$ cat config.mk
export PLATFORM = sky130hd
export DESIGN_NAME = c_tile_drain
export DESIGN_NICKNAME = d
export VERILOG_FILES = /design/src/rtl/c_tile_drain.sv
export SDC_FILE = /design/constraint.sdc
export NUM_CORES = 1
export LEC_CHECK = 0
export ABC_AREA = 1
export CELL_PAD_IN_SITES_DETAIL_PLACEMENT = 1
export CELL_PAD_IN_SITES_GLOBAL_PLACEMENT = 1
export CORE_MARGIN = 5
export CORE_UTILIZATION = 37
export CTS_CLUSTER_DIAMETER = 30
export DETAILED_ROUTE_END_ITERATION = 8
export MAX_ROUTING_LAYER = met4
export PLACE_DENSITY = 0.83
export SLEW_MARGIN = 15
export SYNTH_ARGS = -nofsm -noshare
export SYNTH_HDL_FRONTEND = slang
export SYNTH_SLANG_ARGS = --single-unit
$ cat constraint.sdc
create_clock -name clk -period 4.3 [get_ports clk]
set_input_delay 0.86 -clock clk [delete_from_list [all_inputs] [get_ports clk]]
set_output_delay 0.86 -clock clk [all_outputs]
set_load 0.01 [all_outputs]
$ cat src/rtl/c_tile_drain.sv
// c_tile_drain: egress DMA that reads the C result tile from BRAM and streams it to the host.
// Define C_TILE_DRAIN_STALL_EN to build the backpressure stall counter on stall_cycles.
module c_tile_drain #(
    parameter  int W     = 32,
    parameter  int DEPTH = 64,
    localparam int AW    = $clog2(DEPTH)
) (
    input  logic          clk,
    input  logic          rst,
    input  logic          start_drain,
    input  logic [AW:0]   count,
    output logic          bram_re,
    output logic [AW-1:0] bram_raddr,
    input  logic [W-1:0]  bram_rdata,
    output logic          out_valid,
    input  logic          out_ready,
    output logic [W-1:0]  out_data,
    output logic          out_last,
    output logic          busy,
    output logic          drain_done,
    output logic [31:0]   stall_cycles
);

    typedef enum logic [1:0] {
        S_IDLE,
        S_RUN,
        S_DONE
    } state_e;

    localparam logic [AW:0] DEPTH_C = (AW+1)'(DEPTH);
    localparam logic [AW:0] ONE_C   = (AW+1)'(1);

    state_e state_q, state_d;

    logic [AW:0]  eff_count_q, eff_count_d;
    logic [AW:0]  rd_ptr_q, rd_ptr_d;
    logic         inflight_q, inflight_d;
    logic         inflight_last_q, inflight_last_d;
    logic [W-1:0] fifo_data_q [2];
    logic [W-1:0] fifo_data_d [2];
    logic [1:0]   fifo_last_q, fifo_last_d;
    logic         wr_idx_q, wr_idx_d;
    logic         rd_idx_q, rd_idx_d;
    logic [1:0]   occ_q, occ_d;

    logic         start_acc;
    logic         head_valid;
    logic         pop;
    logic         push;
    logic [2:0]   pending;
    logic         can_issue;

    assign start_acc  = (state_q == S_IDLE) && start_drain;
    assign head_valid = (occ_q != 2'd0);
    assign pop        = head_valid && out_ready;
    assign push       = inflight_q;

    // Entries that will occupy the FIFO after this edge, excluding a read issued now.
    assign pending   = {1'b0, occ_q} + {2'b00, inflight_q} - {2'b00, pop};
    assign can_issue = (rd_ptr_q < eff_count_q) && (pending < 3'd2);

    always_ff @(posedge clk) begin
        if (rst) begin
            state_q <= S_IDLE;
        end else begin
            state_q <= state_d;
        end
    end

    always_comb begin
        state_d = state_q;
        case (state_q)
            S_IDLE: if (start_drain) state_d = S_RUN;
            S_RUN:  if (pop && fifo_last_q[rd_idx_q]) state_d = S_DONE;
            S_DONE: state_d = S_IDLE;
            default: state_d = S_IDLE;
        endcase
    end

    always_comb begin
        busy       = (state_q == S_RUN);
        drain_done = (state_q == S_DONE);
        bram_re    = (state_q == S_RUN) && can_issue;
        bram_raddr = bram_re ? rd_ptr_q[AW-1:0] : '0;
        out_valid  = head_valid;
        out_data   = head_valid ? fifo_data_q[rd_idx_q] : '0;
        out_last   = head_valid ? fifo_last_q[rd_idx_q] : 1'b0;
    end

    always_comb begin
        eff_count_d     = eff_count_q;
        rd_ptr_d        = rd_ptr_q;
        inflight_d      = bram_re;
        inflight_last_d = bram_re && (rd_ptr_q == eff_count_q - ONE_C);
        fifo_data_d     = fifo_data_q;
        fifo_last_d     = fifo_last_q;
        wr_idx_d        = wr_idx_q;
        rd_idx_d        = rd_idx_q;
        occ_d           = occ_q;

        if (start_acc) begin
            eff_count_d = ((count == '0) || (count > DEPTH_C)) ? DEPTH_C : count;
            rd_ptr_d    = '0;
        end

        if (bram_re) begin
            rd_ptr_d = rd_ptr_q + ONE_C;
        end

        // Data returning from last cycle's read lands in the FIFO tail.
        if (push) begin
            fifo_data_d[wr_idx_q] = bram_rdata;
            fifo_last_d[wr_idx_q] = inflight_last_q;
            wr_idx_d              = ~wr_idx_q;
        end

        if (pop) begin
            rd_idx_d = ~rd_idx_q;
        end

        case ({push, pop})
            2'b10:   occ_d = occ_q + 2'd1;
            2'b01:   occ_d = occ_q - 2'd1;
            default: occ_d = occ_q;
        endcase
    end

    always_ff @(posedge clk) begin
        if (rst) begin
            eff_count_q     <= '0;
            rd_ptr_q        <= '0;
            inflight_q      <= 1'b0;
            inflight_last_q <= 1'b0;
            for (int i = 0; i < 2; i++) begin
                fifo_data_q[i] <= '0;
            end
            fifo_last_q     <= '0;
            wr_idx_q        <= 1'b0;
            rd_idx_q        <= 1'b0;
            occ_q           <= '0;
        end else begin
            eff_count_q     <= eff_count_d;
            rd_ptr_q        <= rd_ptr_d;
            inflight_q      <= inflight_d;
            inflight_last_q <= inflight_last_d;
            fifo_data_q     <= fifo_data_d;
            fifo_last_q     <= fifo_last_d;
            wr_idx_q        <= wr_idx_d;
            rd_idx_q        <= rd_idx_d;
            occ_q           <= occ_d;
        end
    end

`ifdef C_TILE_DRAIN_STALL_EN
    logic [31:0] stall_q, stall_d;

    // Counts RUN cycles where the host holds off a valid beat; saturates, holds until next start.
    always_comb begin
        stall_d = stall_q;
        if (start_acc) begin
            stall_d = '0;
        end else if ((state_q == S_RUN) && head_valid && !out_ready &&
                     (stall_q != 32'hFFFF_FFFF)) begin
            stall_d = stall_q + 32'd1;
        end
    end

    always_ff @(posedge clk) begin
        if (rst) begin
            stall_q <= '0;
        end else begin
            stall_q <= stall_d;
        end
    end

    assign stall_cycles = stall_q;
`else
    assign stall_cycles = '0;
`endif

endmodule

==> impl_metrics.sql <==
INSERT INTO impl_metrics (metric_group, metric, value, unit) VALUES
('die', 'initial_utilization', '0.3769', ''),
('drt', 'post_route_drc_violation_count', '0', ''),
('worst_setup_path', 'worst_setup_path_class', 'input port to primary output', ''),
('cells_and_area', 'diode_insertion_count_for_antenna_repair', '0', ''),
('worst_setup_path', 'regToRegSetupSlack', '1.93', 'ns'),
('clocking', 'cts_root_buf', 'clkbuf_16', ''),
('clocking', 'cts_htree_levels', '3', ''),
('sta', 'tightest_slew', '1.162', 'ns'),
('worst_setup_path', 'worst_path_dominant_cell_family', 'buffers and inverters', ''),
('worst_setup_path', 'timing.critical_path.from', 'out_ready', ''),
('clocking', 'worstSkewPairLatency', '0.34', 'ns'),
('worst_setup_path', 'reg2reg_depth', '15', ''),
('global_routing', 'first_global_vias', '4655', ''),
('cells_and_area', 'regArea', '1762', 'um2'),
('global_routing', 'grt_use_total', '0.1965', ''),
('yosys', 'ys_ff_latch', '88', ''),
('cells_and_area', 'finalNonFillerCells', '886', ''),
('global_routing', 'groute.layer.met1.usage', '0.2369', ''),
('power_and_ir_drop', 'power.density_cell_area', '365.4', 'nW/um2'),
('sta', 'final_min_period_over_clock_period', '0.9556', ''),
('worst_setup_path', 'critPathBufInv', '5', ''),
('global_routing', 'grt_start_max_net_pins', '56', ''),
('min_path', 'hp-class', 'register to register', ''),
('global_routing', 'initial_antenna_violation_count', '0', ''),
('yosys', 'synth_cell_area', '4508', 'um2'),
('drt', 'wire_per_inst', '15.44', 'um'),
('sta', 'holdWs', '0.4577', 'ns'),
('drt', 'post_drt_antenna_nets', '0', ''),
('cells_and_area', 'num-fill-cells', '1555', ''),
('worst_setup_path', 'r2r-start', 'occ_q[1]$_SDFFE_PP0P_', ''),
('placement', 'place.port_buffers', '85', ''),
('worst_setup_path', 'critical_path_cell_count', '12', ''),
('global_routing', 'globalRoute.busiestLayer', 'met2', ''),
('clocking', 'cts.repair_timing.setup_buffer_count', '0', ''),
('placement', 'gpl.final_weighted_congestion', '0.8638', ''),
('sta', 'max-slew-margin-rel', '0.2244', ''),
('die', 'ios', '118', ''),
('power_and_ir_drop', 'switching_share', '0.2984', ''),
('sta', 'timing.final.max_slew_violations', '0', ''),
('yosys', 'synth.yosys.seq_area_share', '0.3908', ''),
('power_and_ir_drop', 'share_seq_of_total_power', '0.427', ''),
('yosys', 'synth_enable_flop_cells', '0', ''),
('yosys', 'synth_top_flop_cell', 'dfxtp_1', ''),
('drt', 'routed_wirelength', '13680', 'um'),
('clocking', 'tritoncts', 'built', ''),
('cells_and_area', 'multiInputGateArea', '2306', 'um2'),
('clocking', 'cts_buffers', '9', ''),
('yosys', 'asyncSetResetFlopFracSynth', '0', ''),
('worst_setup_path', 'crit_arrival', '3.25', 'ns'),
('run_status', 'status', 'finished, final reports clean', ''),
('flow_run', 'drv.max_cap_violation_count', '0', ''),
('yosys', 'yosys_warnings', '0', ''),
('sta', 'report.final.hold_viol_count', '0', ''),
('clocking', 'clock-sinks', '88', ''),
('cells_and_area', 'num-nets-final', '787', ''),
('worst_setup_path', 'timing.critical_path.to_type', 'primary output', ''),
('global_routing', 'use_met2', '0.3402', ''),
('worst_setup_path', 'worstReg2RegEnd', 'inflight_last_q$_SDFF_PP0_', ''),
('drt', 'detail_route.vias_per_cell', '5.037', ''),
('clocking', 'clk_transition_reported_paths', '0.07', 'ns'),
('cells_and_area', 'relative_area_change_from_synthesis_to_final_layout', '25.87', '%'),
('yosys', 'netlist_instances', '659', ''),
('power_and_ir_drop', 'clkPwrFrac', '0.399', ''),
('power_and_ir_drop', 'power_frac_comb', '0.174', ''),
('die', 'standard_cell_core_area', '11960', 'um2'),
('global_routing', 'wire_length_of_the_first_global_routing_pass', '22600', 'um'),
('sta', 'post-route-min-period', '4.109', 'ns'),
('sta', 'clock-skew-final', '0.006933', 'ns'),
('worst_setup_path', 'path_cells', 'clkdlybuf4s50_1, buf_4, nor3_1, inv_1, o21ai_0, inv_1, fa_1, nand2_1, nor2_1, nand3_2, nor2_4, clkdlybuf4s50_1', ''),
('yosys', 'avgSynthCellArea', '6.841', 'um2'),
('power_and_ir_drop', 'internal_portion_of_total_power', '1.455', 'mW');
## worst min-delay path by stage
stage	startpoint	endpoint
floorplan	fifo_last_q[1]$_SDFFE_PP0P_	fifo_last_q[1]$_SDFFE_PP0P_
global placement	fifo_last_q[1]$_SDFFE_PP0P_	fifo_last_q[1]$_SDFFE_PP0P_
detailed placement	fifo_last_q[1]$_SDFFE_PP0P_	fifo_last_q[1]$_SDFFE_PP0P_
CTS	fifo_last_q[1]$_SDFFE_PP0P_	fifo_last_q[1]$_SDFFE_PP0P_
global route	fifo_last_q[1]$_SDFFE_PP0P_	fifo_last_q[1]$_SDFFE_PP0P_
finish	fifo_last_q[1]$_SDFFE_PP0P_	fifo_last_q[1]$_SDFFE_PP0P_
## worst reg2reg max path, stage by stage, from the launching register on
cell and delay (ns):
dfxtp_1 0.43, nor2_2 0.07, nor2_1 0.13, nand2_1 0.08
o21ai_0 0.15, inv_1 0.07, fa_1 0.49, nand2_1 0.07
inv_1 0.07, nand2_2 0.07, nor2_4 0.12, nand3_4 0.14
buf_4 0.18, nor2_4 0.11, nand2_1 0.07, nor2_1 0.09
## flip-flops by register name, indices dropped and copies added, names as in the netlist
register and flops:
state_q 2, wr_idx_q 1, rd_idx_q 1, inflight_last_q 1
fifo_last_q 2, occ_q 2, fifo_data_q 64, eff_count_q 7
inflight_q 1, rd_ptr_q 7
## cells in the final DEF (no fill, tap or decap), types with 5 or more instances in the layout
master and n:
nor2_1 155, nand2_1 112, dfxtp_1 88, clkdlybuf4s50_1 79, o21ai_0 74, a21oi_1 45, inv_1 37, conb_1 32
nand3_1 16, buf_4 13, ha_1 9, clkbuf_16 9, inv_2 7, nand3_2 7, o21ai_1 7, dlygate4sd2_1 6
nor2_4 5, a21oi_2 5
## power groups by stage
| stage | combinational (mW) | sequential [mW] | clock, mW |
|---|---|---|---|
| finish | 0.361 | 0.885 | 0.827 |
| global route | 0.407 | 0.891 | 0.880 |
| CTS | 0.365 | 0.886 | 0.841 |
| detailed placement | 0.360 | 0.904 | 0 |
| global placement | 0.346 | 0.901 | 0 |
| floorplan | 0.246 | 0.895 | 0 |
## per-stage QoR
step	setup TNS [ns]	util	cell area [um2]	setup WS (ns)
after floorplan	0	-	4624	0.8698
after global placement	-0.004232	0.4486	5366	-0.004232
after detailed placement	-0.08727	0.4486	5366	-0.05567
after CTS	0	0.4744	5674	0.1535
after global routing	0	0.4744	5674	0.006569
final	0	0.4744	5674	0.1910
## per-layer routing
layer | routed length (um) | part of all wire
met5 | 0 | 0
met4 | 257 | 0.019
met3 | 420 | 0.031
met2 | 6718 | 0.49
met1 | 6280 | 0.46
## cell type report
type                       count  area share
multi-input combinational    492      0.4064
inverter                      45     0.02977
sequential                    88      0.3105
clock inverter                 7     0.01544
timing repair buffer          98      0.1658
tap                          147     0.03241
clock buffer                   9     0.03969
## Yosys cell counts (9+ instances only)
master,instances,area (um2)
nor2_1,156,585.6
buf_4,34,255.2
o21ai_0,74,370.4
dfxtp_1,88,1762
clkbuf_1,19,71.32
nand3_1,16,80.08
a21oi_1,45,225.2
inv_1,38,142.6
nand2_1,112,420.4
buf_2,9,45.04
ha_1,9,112.6
## logic make-up (layout without fill, tap and decap cells)
kind of cell | after synthesis | after routing | synth area share
fa+ha+maj | 10 | 10 | 0.02942
simple gates | 310 | 310 | 0.2898
compound gates | 137 | 137 | 0.1593
other cells | 1 | 32 | 0.0008318
buf+inv | 110 | 159 | 0.1241
xor+xnor | 3 | 3 | 0.005830
flops | 88 | 88 | 0.3908
(Power assumes the default switching activity.)
